==> src/rtl/mem_responder.sv <==
// mem_responder: asynchronous-SRAM style slave with programmable wait states.
// A CPU request (CE low with OE or WE low) is latched in IDLE, optionally
// delayed in WAIT, performed in a single ACCESS cycle, and then held in HOLD
// with R=1 until the CPU raises CE (4-phase handshake).
// Word address 16'hFFFF (low 16 bits) is I/O space: reads return Switches,
// writes update HEX_reg. Every other address indexes the internal array,
// which wraps modulo 2^DEPTH_LOG2.
module mem_responder #(
  parameter int WAIT_STATES = 2,
  parameter int DEPTH_LOG2  = 8
) (
  input  logic        Clk,
  input  logic        Reset,
  input  logic [19:0] A,
  input  logic        CE,
  input  logic        OE,
  input  logic        WE,
  input  logic        UB,
  input  logic        LB,
  input  logic [15:0] Data_in,
  input  logic [15:0] Switches,
  output logic [15:0] Data_out,
  output logic        R,
  output logic [15:0] HEX_reg
);

  localparam int         DEPTH     = 1 << DEPTH_LOG2;
  localparam bit         NO_WAIT   = (WAIT_STATES == 0);
  // The counter holds "remaining wait cycles minus one", so ACCESS is
  // entered on the edge where it reads zero.
  localparam logic [3:0] WAIT_LOAD = NO_WAIT ? 4'd0 : 4'(WAIT_STATES - 1);
  localparam logic [15:0] IO_ADDR  = 16'hFFFF;

  typedef enum logic [1:0] {
    ST_IDLE   = 2'd0,
    ST_WAIT   = 2'd1,
    ST_ACCESS = 2'd2,
    ST_HOLD   = 2'd3
  } state_t;

  // Merge new data into an old word, byte lane by byte lane (lanes active-low).
  function automatic logic [15:0] merge_lanes(
    input logic [15:0] old_word,
    input logic [15:0] new_word,
    input logic        ub_n,
    input logic        lb_n
  );
    merge_lanes = {ub_n ? old_word[15:8] : new_word[15:8],
                   lb_n ? old_word[7:0]  : new_word[7:0]};
  endfunction

  // Registered state and its next-state values
  state_t      state_q, state_d;
  logic [3:0]  cnt_q,   cnt_d;
  logic [19:0] a_q,     a_d;
  logic        ub_q,    ub_d;
  logic        lb_q,    lb_d;
  logic        wr_q,    wr_d;
  logic [15:0] din_q,   din_d;
  logic [15:0] dout_q,  dout_d;
  logic        r_q,     r_d;
  logic [15:0] hex_q,   hex_d;

  // Storage array; deliberately not reset so contents survive Reset.
  logic [15:0] mem_q [0:DEPTH-1];

  // Decoded request and access-time helpers
  logic                  req_s;
  logic                  io_sel_s;
  logic [DEPTH_LOG2-1:0] idx_s;
  logic [15:0]           rd_word_s;
  logic                  mem_we_s;
  logic                  unused_addr_s;

  assign req_s     = ~CE & (~OE | ~WE);
  assign io_sel_s  = (a_q[15:0] == IO_ADDR);
  assign idx_s     = a_q[DEPTH_LOG2-1:0];
  assign rd_word_s = io_sel_s ? Switches : mem_q[idx_s];
  // Array commit happens on the ACCESS exit edge only when not aborted.
  assign mem_we_s  = (state_q == ST_ACCESS) & ~CE & wr_q & ~io_sel_s;
  // The top address nibble is latched but never decoded (aliasing).
  assign unused_addr_s = ^a_q[19:16];

  assign Data_out = dout_q;
  assign R        = r_q;
  assign HEX_reg  = hex_q;

  // Next-state logic for the handshake FSM and its datapath registers
  always_comb begin
    state_d = state_q;
    cnt_d   = cnt_q;
    a_d     = a_q;
    ub_d    = ub_q;
    lb_d    = lb_q;
    wr_d    = wr_q;
    din_d   = din_q;
    dout_d  = dout_q;
    r_d     = r_q;
    hex_d   = hex_q;

    case (state_q)
      ST_IDLE: begin
        r_d = 1'b0;
        if (req_s) begin
          // Capture everything the access needs so later bus changes are ignored.
          a_d   = A;
          ub_d  = UB;
          lb_d  = LB;
          wr_d  = ~WE;
          din_d = Data_in;
          if (NO_WAIT) begin
            state_d = ST_ACCESS;
            cnt_d   = 4'd0;
          end else begin
            state_d = ST_WAIT;
            cnt_d   = WAIT_LOAD;
          end
        end else begin
          state_d = ST_IDLE;
        end
      end

      ST_WAIT: begin
        if (CE) begin
          // CPU withdrew the request: abort without side effects.
          state_d = ST_IDLE;
          cnt_d   = 4'd0;
        end else if (cnt_q == 4'd0) begin
          state_d = ST_ACCESS;
        end else begin
          cnt_d = cnt_q - 4'd1;
        end
      end

      ST_ACCESS: begin
        if (CE) begin
          // Abort on the final cycle: no write, Data_out and R untouched.
          state_d = ST_IDLE;
          r_d     = 1'b0;
        end else begin
          if (wr_q) begin
            if (io_sel_s) begin
              hex_d = merge_lanes(hex_q, din_q, ub_q, lb_q);
            end else begin
              hex_d = hex_q;
            end
          end else begin
            dout_d = rd_word_s;
          end
          r_d     = 1'b1;
          state_d = ST_HOLD;
        end
      end

      ST_HOLD: begin
        if (CE) begin
          r_d     = 1'b0;
          state_d = ST_IDLE;
        end else begin
          r_d     = 1'b1;
          state_d = ST_HOLD;
        end
      end

      default: begin
        state_d = ST_IDLE;
        cnt_d   = 4'd0;
        r_d     = 1'b0;
      end
    endcase
  end

  // State and output registers with asynchronous active-low reset
  always_ff @(posedge Clk or negedge Reset) begin
    if (!Reset) begin
      state_q <= ST_IDLE;
      cnt_q   <= 4'd0;
      a_q     <= 20'h00000;
      ub_q    <= 1'b1;
      lb_q    <= 1'b1;
      wr_q    <= 1'b0;
      din_q   <= 16'h0000;
      dout_q  <= 16'h0000;
      r_q     <= 1'b0;
      hex_q   <= 16'h0000;
    end else begin
      state_q <= state_d;
      cnt_q   <= cnt_d;
      a_q     <= a_d;
      ub_q    <= ub_d;
      lb_q    <= lb_d;
      wr_q    <= wr_d;
      din_q   <= din_d;
      dout_q  <= dout_d;
      r_q     <= r_d;
      hex_q   <= hex_d;
    end
  end

  // Array write port; UB=LB=1 rewrites the old word, i.e. no change
  always_ff @(posedge Clk) begin
    if (mem_we_s) begin
      mem_q[idx_s] <= merge_lanes(mem_q[idx_s], din_q, ub_q, lb_q);
    end
  end

endmodule

==> config.mk <==
export PLATFORM = sky130hd
export DESIGN_NAME = mem_responder
export DESIGN_NICKNAME = d
export VERILOG_FILES = /design/src/rtl/mem_responder.sv
export SDC_FILE = /design/constraint.sdc
export NUM_CORES = 2
export LEC_CHECK = 0
export BUFFER_PORTS_ARGS = -buffer_cell sky130_fd_sc_hd__buf_2
export CORE_ASPECT_RATIO = 1.75
export CORE_UTILIZATION = 34
export CTS_BUF_LIST = sky130_fd_sc_hd__clkbuf_4 sky130_fd_sc_hd__clkbuf_8
export DETAILED_ROUTE_END_ITERATION = 6
export PLACE_DENSITY_LB_ADDON = 0.08
export SLEW_MARGIN = 10
export SYNTH_ARGS = -nofsm -noshare
export SYNTH_HDL_FRONTEND = slang
export SYNTH_SLANG_ARGS = --single-unit
export TNS_END_PERCENT = 5
==> constraint.sdc <==
create_clock -name Clk -period 6.63 [get_ports Clk]
set_input_delay 1.6575 -clock Clk [delete_from_list [all_inputs] [get_ports Clk]]
set_output_delay 1.6575 -clock Clk [all_outputs]
set_load 0.03 [all_outputs]
### Word level (Yosys, flattened, before mapping)

Memory sizes are Yosys's and may differ from the RTL's.
Cells that the tools add are included.

| word-level totals | value |
|---|---|
| input port bits | 59 |
| output and inout bits | 33 |
| register bits after elaboration | 74 |
| RAM bits | 4096 |
| memories | 1 |

| operators by class | value |
|---|---|
| muxes and demuxes | 16 |
| eq/ne operators | 7 |
| bitwise gates (word level) | 12 |
| reduce and logical (&&, ||, !) cells | 10 |
| add/subtract/negate cells | 1 |

Memory list:

| memory | words | width | rd ports | clocked after Yosys merged registers in | write ports | line | text |
|---|---|---|---|---|---|---|---|
| mem_q | 256 | 16 | 1 | 0 | 1 | 65 | `logic [15:0] mem_q [0:DEPTH-1];` |

Operator list:

| kind | number |
|---|---|
| $eq 16x16->1 const B | 1 |
| $mux 16 | 1 |
| $mux 8 | 2 |
| $mux 4 | 3 |
| $reduce_and 5->1 | 2 |
| $pmux 4 s2 | 1 |
| $not 1->1 | 7 |
| $mux 2 | 3 |
| $ne 3x3->1 const B | 2 |
| $pmux 2 s3 | 1 |
| $reduce_and 3->1 | 2 |
| $and 1x1->1 | 4 |
| $eq 2x2->1 const B | 2 |
| $logic_not 4->1 | 1 |
| $mux 1 | 4 |
| $reduce_bool 2->1 | 2 |
| $sub 4x1->4 const B | 1 |
| $eq 2x1->1 const B | 1 |
| $logic_not 2->1 | 1 |
| $ne 2x2->1 const B | 1 |
| $pmux 1 s2 | 1 |
| $reduce_and 2->1 | 1 |
| $reduce_or 2->1 | 1 |
| $or 1x1->1 | 1 |

### Longest topological paths before layout

| depth | value |
|---|---|
| depth in word-level cells | 6 |
| gate-level depth with buffers | 10 |
| mapped depth without buffers | 6 |

### Worst setup path before layout

OpenSTA, ideal clock, no wires.

| timing | value |
|---|---|
| path type | register to register |
| start | reg, netlist name a_q[1] |
| end | mem mem_q[0][1] (data pin) |
| stages on the path, launching flop included | 11 |
| data arrival time | 3.769 ns |
| setup slack | 2.305 ns |
| setup time | 0.556 ns |
| buffers on the path | 4 |
| required time | 6.074 ns |
| clock period less this slack | 4.325 ns |
| path through | dfrtp_1 > clkbuf_1 > buf_2 > clkbuf_1 > clkbuf_1 > mux4_2 > a22oi_1 > a21oi_1 > o41ai_1 > nand4_1 > mux2_2 |

RTL lines:

| item | line |
|---|---|
| to (decl) | 65 |

==> summary.md <==
| Metric | Value |
|---|---|
| Status | finished, final reports clean |
| Die Wd | between 500 and 600 um |
| CTS HTree Levels | 6 |
| Post_cts resized | 0 |
| Global-route wire length before repair | about 680 mm |
| Most frequent cells in the layout | edfxtp_1 (4096), mux4_2 (1024), clkbuf_8 (650) |
| Gpl congestion | 0.780 |
| Post-DP HPWL | approximately 300 mm |
| Slew headroom | roughly a fifth |
| Core footprint | 462000 sq um |
| Avg Inst Size Synth | ~23 sq um |
| Nets | approximately 8k |
| Syn-to-layout area delta | 15.7% |
| RSZ-0062 raised after global routing | no |
| FF-to-FF End | mem_q[21][15]$_DFFE_PP_ |
| Initial antenna violation count | 24 |
| Worst setup path start | a_q[0]$_DFFE_PN0P_ |
| Drt total wl | about 490 mm |
| 1st-pass router iterations | 5 |
| Die Ht | approximately 900 um |
| Crit Path Category | flip-flop to flip-flop |
| Crit path capture type | flip-flop |
| Layout cell share with drive strength beyond 1 | approximately 36% |
| Post-route insts no fill | 14.4k |
| Final Max Slew Viols | 0 |
| Via count | 76.9k |
| Largest net degree at the start of global routing | 117 |
| Req. time, crit path | ~7.4 ns |
| PwrDens | 524 nW/um^2 |
| Dpl cells | between 10k and 15k |
| CTS Hold Bufs | 0 |
| I/O pin cnt | 92 |
| Commonest non-fill, non-tap cell in the layout | edfxtp_1 |
| Critical path arrival | approximately 6.8 ns |
| Worst Hold Slack | 0.504 ns |
| Critical Path End | mem_q[21][15]$_DFFE_PP_ |
| Routed wire per std cell | ~34 um |
| Leak pwr | roughly 57 nW |
| Synth unique cells | 37 |
| Startpoint types | flip-flop |
| Post-Syn Area | 158000 sq um |
| Vias in the first global route | about 83k |
| CTS Sinks | 4170 |
| Hold WC Path Type | flip-flop to flip-flop |
| GRT Residual Overflow | 0 |
| Port Buffer Count | 87 |
| Mapped Cells | slightly below 7k |
| Row count | 330 |
| Syn nets | 6977 |
| TritonCTS clock tree | done |
| Fin crit share | 91.5% |
| Post-synth ARST share | approximately 1.8% |
| EDFF count, synth | between 4k and 5k |
| Clock buffer depth | 4 |
| Max reg flops | approximately 4k |
| Final Hold Fails | 0 |
| Post-synthesis register bit count | around 4.2k |
| Max FO, Critical Path | 55 |
| Vias/cell | ~5.3 |
| Worst hold start | HEX_reg[7]$_DFFE_PN0P_ |
| VDD IR max | around 0.0007 V |
| Register area share after synthesis | 79.0% |
| Top reg by flops | mem_q |
| TritonCTS Buffers | between 600 and 700 |
| Fmax | 165 MHz |
| Worst-path clk slew | roughly 0.060 ns |
| Post-DRT Antenna Nets | 0 |
| Yosys warning count | 0 |
| Least-Margin Pin Slew | 1.21 ns |
| Postcts setup bufs | 0 |
| Iter 0 DRT Violations | roughly 6.7k |
| Die area | 468000 sq um |
| Clk_skew | 0.0889 ns |
| FF-to-FF setup slack | 0.56 ns |
| R2R depth | 11 |
| DR DRC count | 0 |
| Post-layout min period | 6.07 ns |
| Total of max-cap violations | 0 |
| Clock Latency Late Sink | around 1.2 ns |
| Initial core utilization | between 30% and 40% |
| Final TNS setup | 0 ns |
| Root buffer cell | clkbuf_8 |
| GRT Total Usage | roughly a fifth |
| Main synth FF type | edfxtp_1 |
| R2r startpoint | a_q[0]$_DFFE_PN0P_ |
| Setup violations, final | 0 |
==> area by class of cell <==
class	count	area, sq um
fillers	41358	279000
flip-flops and latches	4170	125000
multi-input cells	2317	32400
clock buffers	846	10400
well taps	6142	7680
repair buffers	693	6150
clock inverters	255	1370
diodes	8	20.0
inverters	5	18.8
==> synth_stat cells (3+ instances only) <==
cell      instances  area (sq um)
mux4_2         1024         23100
nor2_1          265           995
nand2_1          33           124
and3_1           17           106
a22oi_1         512          3840
edfxtp_1       4096        123000
nand2b_1          3          18.8
inv_1             5          18.8
nand4_1          19           119
buf_2            73           365
nor3b_1           3          22.5
o41ai_1          64           561
buf_6            16           180
buf_1            48           180
dfrtp_1          72          1800
mux2_2           66           743
a22o_1            3          26.3
a21oi_1         260          1300
buf_4            25           188
clkbuf_1        263           987
nor2b_1           7          43.8
a221o_1          16           160
nand3_1           7          35.0
==> cells by family (layout without fill, tap and decap cells) <==
family,Yosys count,count (layout),synth area share (%)
mux,1092,1092,15.1
compound gates,861,861,3.76
flops,4170,4170,79.0
simple gates,363,363,0.970
buf+inv,430,1799,1.21
fa+ha+maj,1,1,0.00791
other cells,0,8,0
==> metal layers <==
| layer | share of wire, % | GRT usage [%] | vias to the layer above | routed length (um) |
|---|---|---|---|---|
| met3 | 5.1 | 3.27 | 670 | 25100 |
| li1 | - | - | 31570 | - |
| met2 | 52 | 36.7 | 2222 | 257000 |
| met5 | 0.0065 | 0 | - | 32 |
| met1 | 40 | 26.6 | 42473 | 195000 |
| met4 | 3.2 | 6.57 | 4 | 15800 |
==> critical path, stage by stage, from the launching register on <==
cell	delay (ns)
dfrtp_4	1.11
buf_12	0.33
buf_12	0.33
buf_4	0.25
mux4_2	0.52
a22oi_1	0.19
a21oi_1	0.16
o41ai_1	1.09
buf_4	0.29
nand4_1	0.33
mux2_8	0.59
buf_12	0.25
==> report_power, final <==
group          switching [mW]  internal (mW)
Combinational            25.0           10.4
Sequential              0.505           39.3
Clock                    10.2           10.4
==> stage by stage <==
step	setup slack, ns	total power [mW]	utilization (%)	instance area, sq um
after floorplan	2.31	58.1	-	158000
after global placement	0.573	75.9	37.0	171000
after detailed placement	0.589	76.9	37.0	171000
after CTS	0.536	97.6	39.6	183000
after global routing	0.516	99.5	39.6	183000
final	0.564	95.8	39.6	183000
==> worst min path at each step <==
| stage | depth (start not counted) | endpoint |
|---|---|---|
| global placement | 2 | R$_DFFE_PN0P_ |
| CTS | 1 | HEX_reg[10]$_DFFE_PN0P_ |
| global route | 1 | HEX_reg[7]$_DFFE_PN0P_ |
| floorplan | 1 | a_q[12]$_DFFE_PN0P_ |
| finish | 1 | HEX_reg[7]$_DFFE_PN0P_ |
| detailed placement | 1 | HEX_reg[0]$_DFFE_PN0P_ |
Power figures use the tool's default switching activity.
